File: config.mk
export PLATFORM = sky130hd
export DESIGN_NAME = immgen_pipe_flat
export DESIGN_NICKNAME = d
export VERILOG_FILES = /design/src/rtl/immgen_pipe_if.sv /design/src/rtl/immgen_pipe.sv /design/src/flat_wrapper.sv
export SDC_FILE = /design/constraint.sdc
export NUM_CORES = 1
export LEC_CHECK = 0
export CORE_MARGIN = 3
export CORE_UTILIZATION = 52
export CTS_BUF_LIST = sky130_fd_sc_hd__clkbuf_8
export DETAILED_ROUTE_END_ITERATION = 10
export HOLD_SLACK_MARGIN = 0.15
export PLACE_DENSITY = 0.92
export SLEW_MARGIN = 20
export SYNTH_ARGS = -nofsm -noshare
export SYNTH_HDL_FRONTEND = slang
export SYNTH_SLANG_ARGS = --single-unit
File: constraint.sdc
create_clock -name clk -period 2.22 [get_ports clk]
set_input_delay 0.444 -clock clk [delete_from_list [all_inputs] [get_ports clk]]
set_output_delay 0.444 -clock clk [all_outputs]
set_load 0.1 [all_outputs]
File: src/rtl/immgen_pipe_if.sv
// Handshake bundle for immgen_pipe: fetch-side input word, decode-side immediate output, and flush.
// master drives the request side and out_ready; slave is the generator itself.
interface immgen_pipe_if #(
  parameter int XLEN  = 32,
  parameter int TAG_W = 32
);
  logic             flush;
  logic             in_valid;
  logic             in_ready;
  logic [31:0]      in_inst;
  logic [2:0]       in_sel;
  logic [TAG_W-1:0] in_tag;
  logic             out_valid;
  logic             out_ready;
  logic [XLEN-1:0]  out_imm;
  logic [TAG_W-1:0] out_tag;
  logic             out_fmt_err;

  modport master (
    output flush, in_valid, in_inst, in_sel, in_tag, out_ready,
    input  in_ready, out_valid, out_imm, out_tag, out_fmt_err
  );

  modport slave (
    input  flush, in_valid, in_inst, in_sel, in_tag, out_ready,
    output in_ready, out_valid, out_imm, out_tag, out_fmt_err
  );
endinterface

File: src/rtl/immgen_pipe.sv
// RV32I/RV64I immediate generator behind a 2-entry skid buffer; 1-cycle latency, in_ready registered.
// Optional CSR zimm (select 101) enabled by defining IMMGEN_ZIMM_EN.
module immgen_pipe #(
  parameter int XLEN  = 32,
  parameter int TAG_W = 32
) (
  input  logic          clk,
  input  logic          rst_n,
  immgen_pipe_if.slave  bus
);

  typedef enum logic [1:0] {
    EMPTY = 2'd0,
    ONE   = 2'd1,
    FULL  = 2'd2
  } state_e;

  typedef struct packed {
    logic [XLEN-1:0]  imm;
    logic [TAG_W-1:0] tag;
    logic             err;
  } entry_t;

  state_e      state_q, state_d;
  entry_t      head_q, head_d;
  entry_t      tail_q, tail_d;
  logic        in_ready_q, in_ready_d;
  logic        out_valid_q, out_valid_d;

  logic [31:0] imm32;
  entry_t      new_entry;
  logic        accept;
  logic        pop;
  logic        sgn;
  logic        unused_opcode;

  // Opcode bits carry no immediate payload.
  assign unused_opcode = ^bus.in_inst[6:0];
  assign sgn           = bus.in_inst[31];

  always_comb begin
    imm32         = '0;
    new_entry     = '0;
    new_entry.tag = bus.in_tag;
    case (bus.in_sel)
      3'b000: imm32 = {bus.in_inst[31:12], 12'b0};
      3'b001: imm32 = {{12{sgn}}, bus.in_inst[19:12], bus.in_inst[20], bus.in_inst[30:21], 1'b0};
      3'b010: imm32 = {{20{sgn}}, bus.in_inst[31:20]};
      3'b011: imm32 = {{20{sgn}}, bus.in_inst[7], bus.in_inst[30:25], bus.in_inst[11:8], 1'b0};
      3'b100: imm32 = {{20{sgn}}, bus.in_inst[31:25], bus.in_inst[11:7]};
`ifdef IMMGEN_ZIMM_EN
      // Bit 31 is zero here, so the widening below zero-extends.
      3'b101: imm32 = {27'b0, bus.in_inst[19:15]};
`endif
      default: new_entry.err = 1'b1;
    endcase
    // U and J also follow the RV64 rule: every format widens from bit 31.
    new_entry.imm       = {XLEN{imm32[31]}};
    new_entry.imm[31:0] = imm32;
  end

  assign accept = bus.in_valid && in_ready_q;
  assign pop    = out_valid_q && bus.out_ready;

  always_comb begin
    state_d = state_q;
    head_d  = head_q;
    tail_d  = tail_q;
    case (state_q)
      EMPTY: begin
        if (accept) begin
          head_d  = new_entry;
          state_d = ONE;
        end
      end
      ONE: begin
        case ({accept, pop})
          2'b10: begin
            tail_d  = new_entry;
            state_d = FULL;
          end
          2'b01: begin
            head_d  = '0;
            state_d = EMPTY;
          end
          2'b11:   head_d = new_entry;
          default: ;
        endcase
      end
      FULL: begin
        // in_ready is low here, so only a pop can move the state.
        if (pop) begin
          head_d  = tail_q;
          tail_d  = '0;
          state_d = ONE;
        end
      end
      default: begin
        head_d  = '0;
        tail_d  = '0;
        state_d = EMPTY;
      end
    endcase
    if (bus.flush) begin
      head_d  = '0;
      tail_d  = '0;
      state_d = EMPTY;
    end
    in_ready_d  = (state_d != FULL);
    out_valid_d = (state_d != EMPTY);
  end

  always_ff @(posedge clk or negedge rst_n) begin
    if (!rst_n) begin
      state_q     <= EMPTY;
      head_q      <= '0;
      tail_q      <= '0;
      in_ready_q  <= 1'b1;
      out_valid_q <= 1'b0;
    end else begin
      state_q     <= state_d;
      head_q      <= head_d;
      tail_q      <= tail_d;
      in_ready_q  <= in_ready_d;
      out_valid_q <= out_valid_d;
    end
  end

  assign bus.in_ready    = in_ready_q;
  assign bus.out_valid   = out_valid_q;
  assign bus.out_imm     = head_q.imm;
  assign bus.out_tag     = head_q.tag;
  assign bus.out_fmt_err = head_q.err;

endmodule

File: src/flat_wrapper.sv
// flat-port wrapper written by rule: the top's interface ports become plain ports
module immgen_pipe_flat 
#(
  parameter int XLEN  = 32,
  parameter int TAG_W = 32
)
  (clk, rst_n, bus_flush, bus_in_valid, bus_in_inst, bus_in_sel, bus_in_tag, bus_out_ready, bus_in_ready, bus_out_valid, bus_out_imm, bus_out_tag, bus_out_fmt_err);
  immgen_pipe_if #(.XLEN(XLEN), .TAG_W(TAG_W)) bus_i ();
  input  logic clk;
  input  logic rst_n;
  input wire logic [$bits(bus_i.flush)-1:0] bus_flush;
  input wire logic [$bits(bus_i.in_valid)-1:0] bus_in_valid;
  input wire logic [$bits(bus_i.in_inst)-1:0] bus_in_inst;
  input wire logic [$bits(bus_i.in_sel)-1:0] bus_in_sel;
  input wire logic [$bits(bus_i.in_tag)-1:0] bus_in_tag;
  input wire logic [$bits(bus_i.out_ready)-1:0] bus_out_ready;
  output wire logic [$bits(bus_i.in_ready)-1:0] bus_in_ready;
  output wire logic [$bits(bus_i.out_valid)-1:0] bus_out_valid;
  output wire logic [$bits(bus_i.out_imm)-1:0] bus_out_imm;
  output wire logic [$bits(bus_i.out_tag)-1:0] bus_out_tag;
  output wire logic [$bits(bus_i.out_fmt_err)-1:0] bus_out_fmt_err;
  assign bus_i.flush = bus_flush;
  assign bus_i.in_valid = bus_in_valid;
  assign bus_i.in_inst = bus_in_inst;
  assign bus_i.in_sel = bus_in_sel;
  assign bus_i.in_tag = bus_in_tag;
  assign bus_i.out_ready = bus_out_ready;
  assign bus_in_ready = bus_i.in_ready;
  assign bus_out_valid = bus_i.out_valid;
  assign bus_out_imm = bus_i.out_imm;
  assign bus_out_tag = bus_i.out_tag;
  assign bus_out_fmt_err = bus_i.out_fmt_err;
  immgen_pipe #(.XLEN(XLEN), .TAG_W(TAG_W)) u_core (.clk(clk), .rst_n(rst_n), .bus(bus_i));
endmodule
==> metrics.md <==
| Metric | Value |
|---|---|
| Slew Limit Fails | 0 |
| Root Buffer | clkbuf_8 |
| Placement Setup Slack | -0.283 ns |
| Critical path type | flop to flop |
| Fin. Hold Viols | 0 |
| # IOs | about 140 |
| Final setup viols | 0 |
| CP max FO | 9 |
| Cell area after layout | between 0.008 and 0.009 sq mm |
| Filler cells | between 800 and 900 |
| Vias in the first global route | 5404 |
| Initial DRC Count | 627 |
| VDD IR max | around 0.00053 V |
| Worst path cell trace | nand2_1, inv_1, ha_1, buf_4, inv_1, a21o_1, buf_4, o21ai_0, a22o_1 |
| Clk slew on worst S/H paths | around 0.07 ns |
| Synth Register Bits | 134 |
| Initial antenna violation count | 0 |
| Run status | finished clean |
| Yosys warns | 0 |
| Placeable Area | 0.0115 sq mm |
| Multi-input logic area | 0.00249 sq mm |
| Hold Path Class | input port to async pin |
| CP startpoint kind | flop |
| Layout cell share with drive strength beyond 1 | 22.7% |
| Vias | between 5000 and 6000 |
| Largest net degree at the start of global routing | between 70 and 80 |
| Total track usage | between 20 and 30% |
| Share of flip-flops with an asynchronous set or reset | 100% |
| Tcrit/Tclk final | between 90% and 100% |
| Top cells by area, synth | dfrtp_1 (54%), a22o_1 (8.0%), o2bb2ai_1 (5.6%) |
| Routed Wire Length | roughly 17 mm |
| Overflow after GRT | 0 |
| Max Fclk | ~480 MHz |
| DR WL/cell | just under 20 um |
| Syn nets | 633 |
| Initial DRT Pass Iterations | 5 |
| Layout area overhead | 31.5% |
| Worst endpoint required time | 2.60 ns |
| Via density per instance | 6.28 |
| Max_cap viols | 0 |
| Starting density of the core | 53.6% |
| Slew at the pin closest to its max-slew limit | 0.608 ns |
| Final Net Count | 766 |
| Critical Path Sink Type | flop |
| Main synth FF type | dfrtp_1 |
| Number of synthesized flops with an enable pin | 0 |
| Die width | 115 um |
| Slowest-stage cell, CP | dfstp_4 |
| Post-DRT Antenna Nets | 0 |
| Placed wire-length estimate | around 11 mm |
| Cell Pwr Density | between 700 and 800 mW/mm^2 |
| CTS max path bufs | 2 |
| DIE AREA | between 0.01 and 0.015 sq mm |
| Fin crit period | 2.10 ns |
| H-tree Lvls | 4 |
| Clock Sinks | roughly 130 |
| Worst Path Arrival | between 2 and 2.5 ns |
| Port bufs | approximately 130 |
| Post-CTS setup buffers | 0 |
| Post-DP Area | around 0.0077 sq mm |
| Register area | 0.00336 sq mm |
| Mapped Area | about 0.0061 sq mm |
| Final WS setup | approximately 0.12 ns |
| Routability cong. | between 0.9 and 1 |
| Drt drc | 0 |
| Unrepaired setup endpoints after global routing | false |
| Max_slew headroom | roughly 59% |
| Commonest cells in the netlist | dfrtp_1 (133), nand2_1 (66), a22o_1 (56) |
| Clk_skew | 0.00677 ns |
| Cells after Synth | ~560 |
| Die Y-Extent | between 100 and 150 um |
| Total CTS buffers | 17 |
| First-pass GRT wire length | 27.3 mm |
| Sequential share of the synthesized area | 54.5% |
| Fin util | around 71% |
| Yosys cell types | 41 |
| Yosys top cell area share | between 50% and 60% |
| Most instantiated library cell after synthesis | dfrtp_1 |
| Power, Total | 6.44 mW |
| ANT cells | 0 |
| Cell taking the most area after synthesis | dfrtp_1 |
| Site Rows | 39 |
| Skew-Pair Late Insertion Delay | approximately 0.45 ns |
| Mapped Avg Cell Area | approximately 11 sq um |
| Leakage | 3.68 nW |
| R2R cell count | 9 |
| Slowest cell delay on critical path | roughly 0.65 ns |
| CTS tree | yes |
-- flip-flops by register name, indices dropped and copies added, names as in the netlist --
signal,count
u_core.bus.out_imm,32
u_core.bus.out_fmt_err,1
u_core.tail_q,65
u_core.bus.out_tag,32
u_core.bus.out_valid,1
u_core.state_q,2
u_core.bus.in_ready,1
-- kinds of logic after synthesis --
| family | synth area share [%] |
|---|---|
| flops | 54.5 |
| mux | 0.915 |
| simple gates | 9.83 |
| compound gates | 28.7 |
| buf+inv | 5.35 |
| fa+ha+maj | 0.610 |
-- placed cells by master (no fill, tap or decap), types with 12 or more instances in the layout --
master,Yosys,layout
a22oi_1,32,32
buf_4,4,92
buf_12,0,13
a31oi_1,12,12
inv_1,14,14
o21ai_0,38,37
dfrtp_1,133,132
clkdlybuf4s50_1,0,63
clkbuf_8,0,20
o2bb2ai_1,39,39
nand2_1,66,66
a22o_1,56,56
-- final timing paths --
kind	startpoint	to	slack, ns
setup reg to reg	u_core.bus.in_ready	u_core.bus.out_imm[20]	0.12
hold reg to reg	u_core.tail_q[45]	u_core.tail_q[45]	0.48
min in group clk	u_core.tail_q[45]	u_core.tail_q[45]	0.48
hold / removal	rst_n	u_core.tail_q[3]	0.46
max in group asynchronous	rst_n	u_core.tail_q[23]	1.01
setup / recovery	u_core.bus.in_ready	u_core.bus.out_imm[20]	0.12
-- report_power, final --
part / leakage [nW] / switching [mW] / internal (mW) / total (mW)
sequential: 1.83 / 0.100 / 2.58 / 2.68
combinational: 1.65 / 1.20 / 0.515 / 1.71
clock: 0.197 / 0.969 / 1.08 / 2.05
-- what timing repair did --
item	4_1_cts	5_1_grt
hold buffers	1	0
hold endpoints to repair	29	0
gates resized for setup	0	3
setup endpoints to repair	0	14
-- critical path, delay by kind of cell, from the launching register on --
family / cells / cell delay, ns
and+or+nand+nor: 1 / 0.08
DFF: 1 / 0.65
adders and majority gates: 1 / 0.19
AOI/OAI and AO/OA: 3 / 0.63
buffers and inverters: 4 / 0.47
-- through the flow --
stage	instances	setup TNS (ns)	hold WS [ns]
after detailed placement	814	-19.07	0.407
final	847	0	0.463
after global routing	847	0	0.473
after floorplan	558	0	0.148
after CTS	847	0	0.461
after global placement	814	-12.99	0.405
-- per-layer routing --
| metal | share of wire, % | track usage, % | up-vias |
|---|---|---|---|
| li1 | - | - | 2385 |
| met1 | 42 | 35.3 | 2662 |
| met2 | 49 | 41.0 | 236 |
| met3 | 6.8 | 5.74 | 33 |
| met4 | 2.0 | 10.3 | 0 |
| met5 | 0 | 0 | - |
-- layout make-up --
class | count | area share [%]
clock buffers | 20 | 3.40
clock inverters | 12 | 1.58
inverters | 14 | 0.650
multi-input cells | 354 | 30.8
flip-flops and latches | 134 | 41.5
well taps | 143 | 2.21
repair buffers | 170 | 19.8
(Power assumes the default switching activity.)
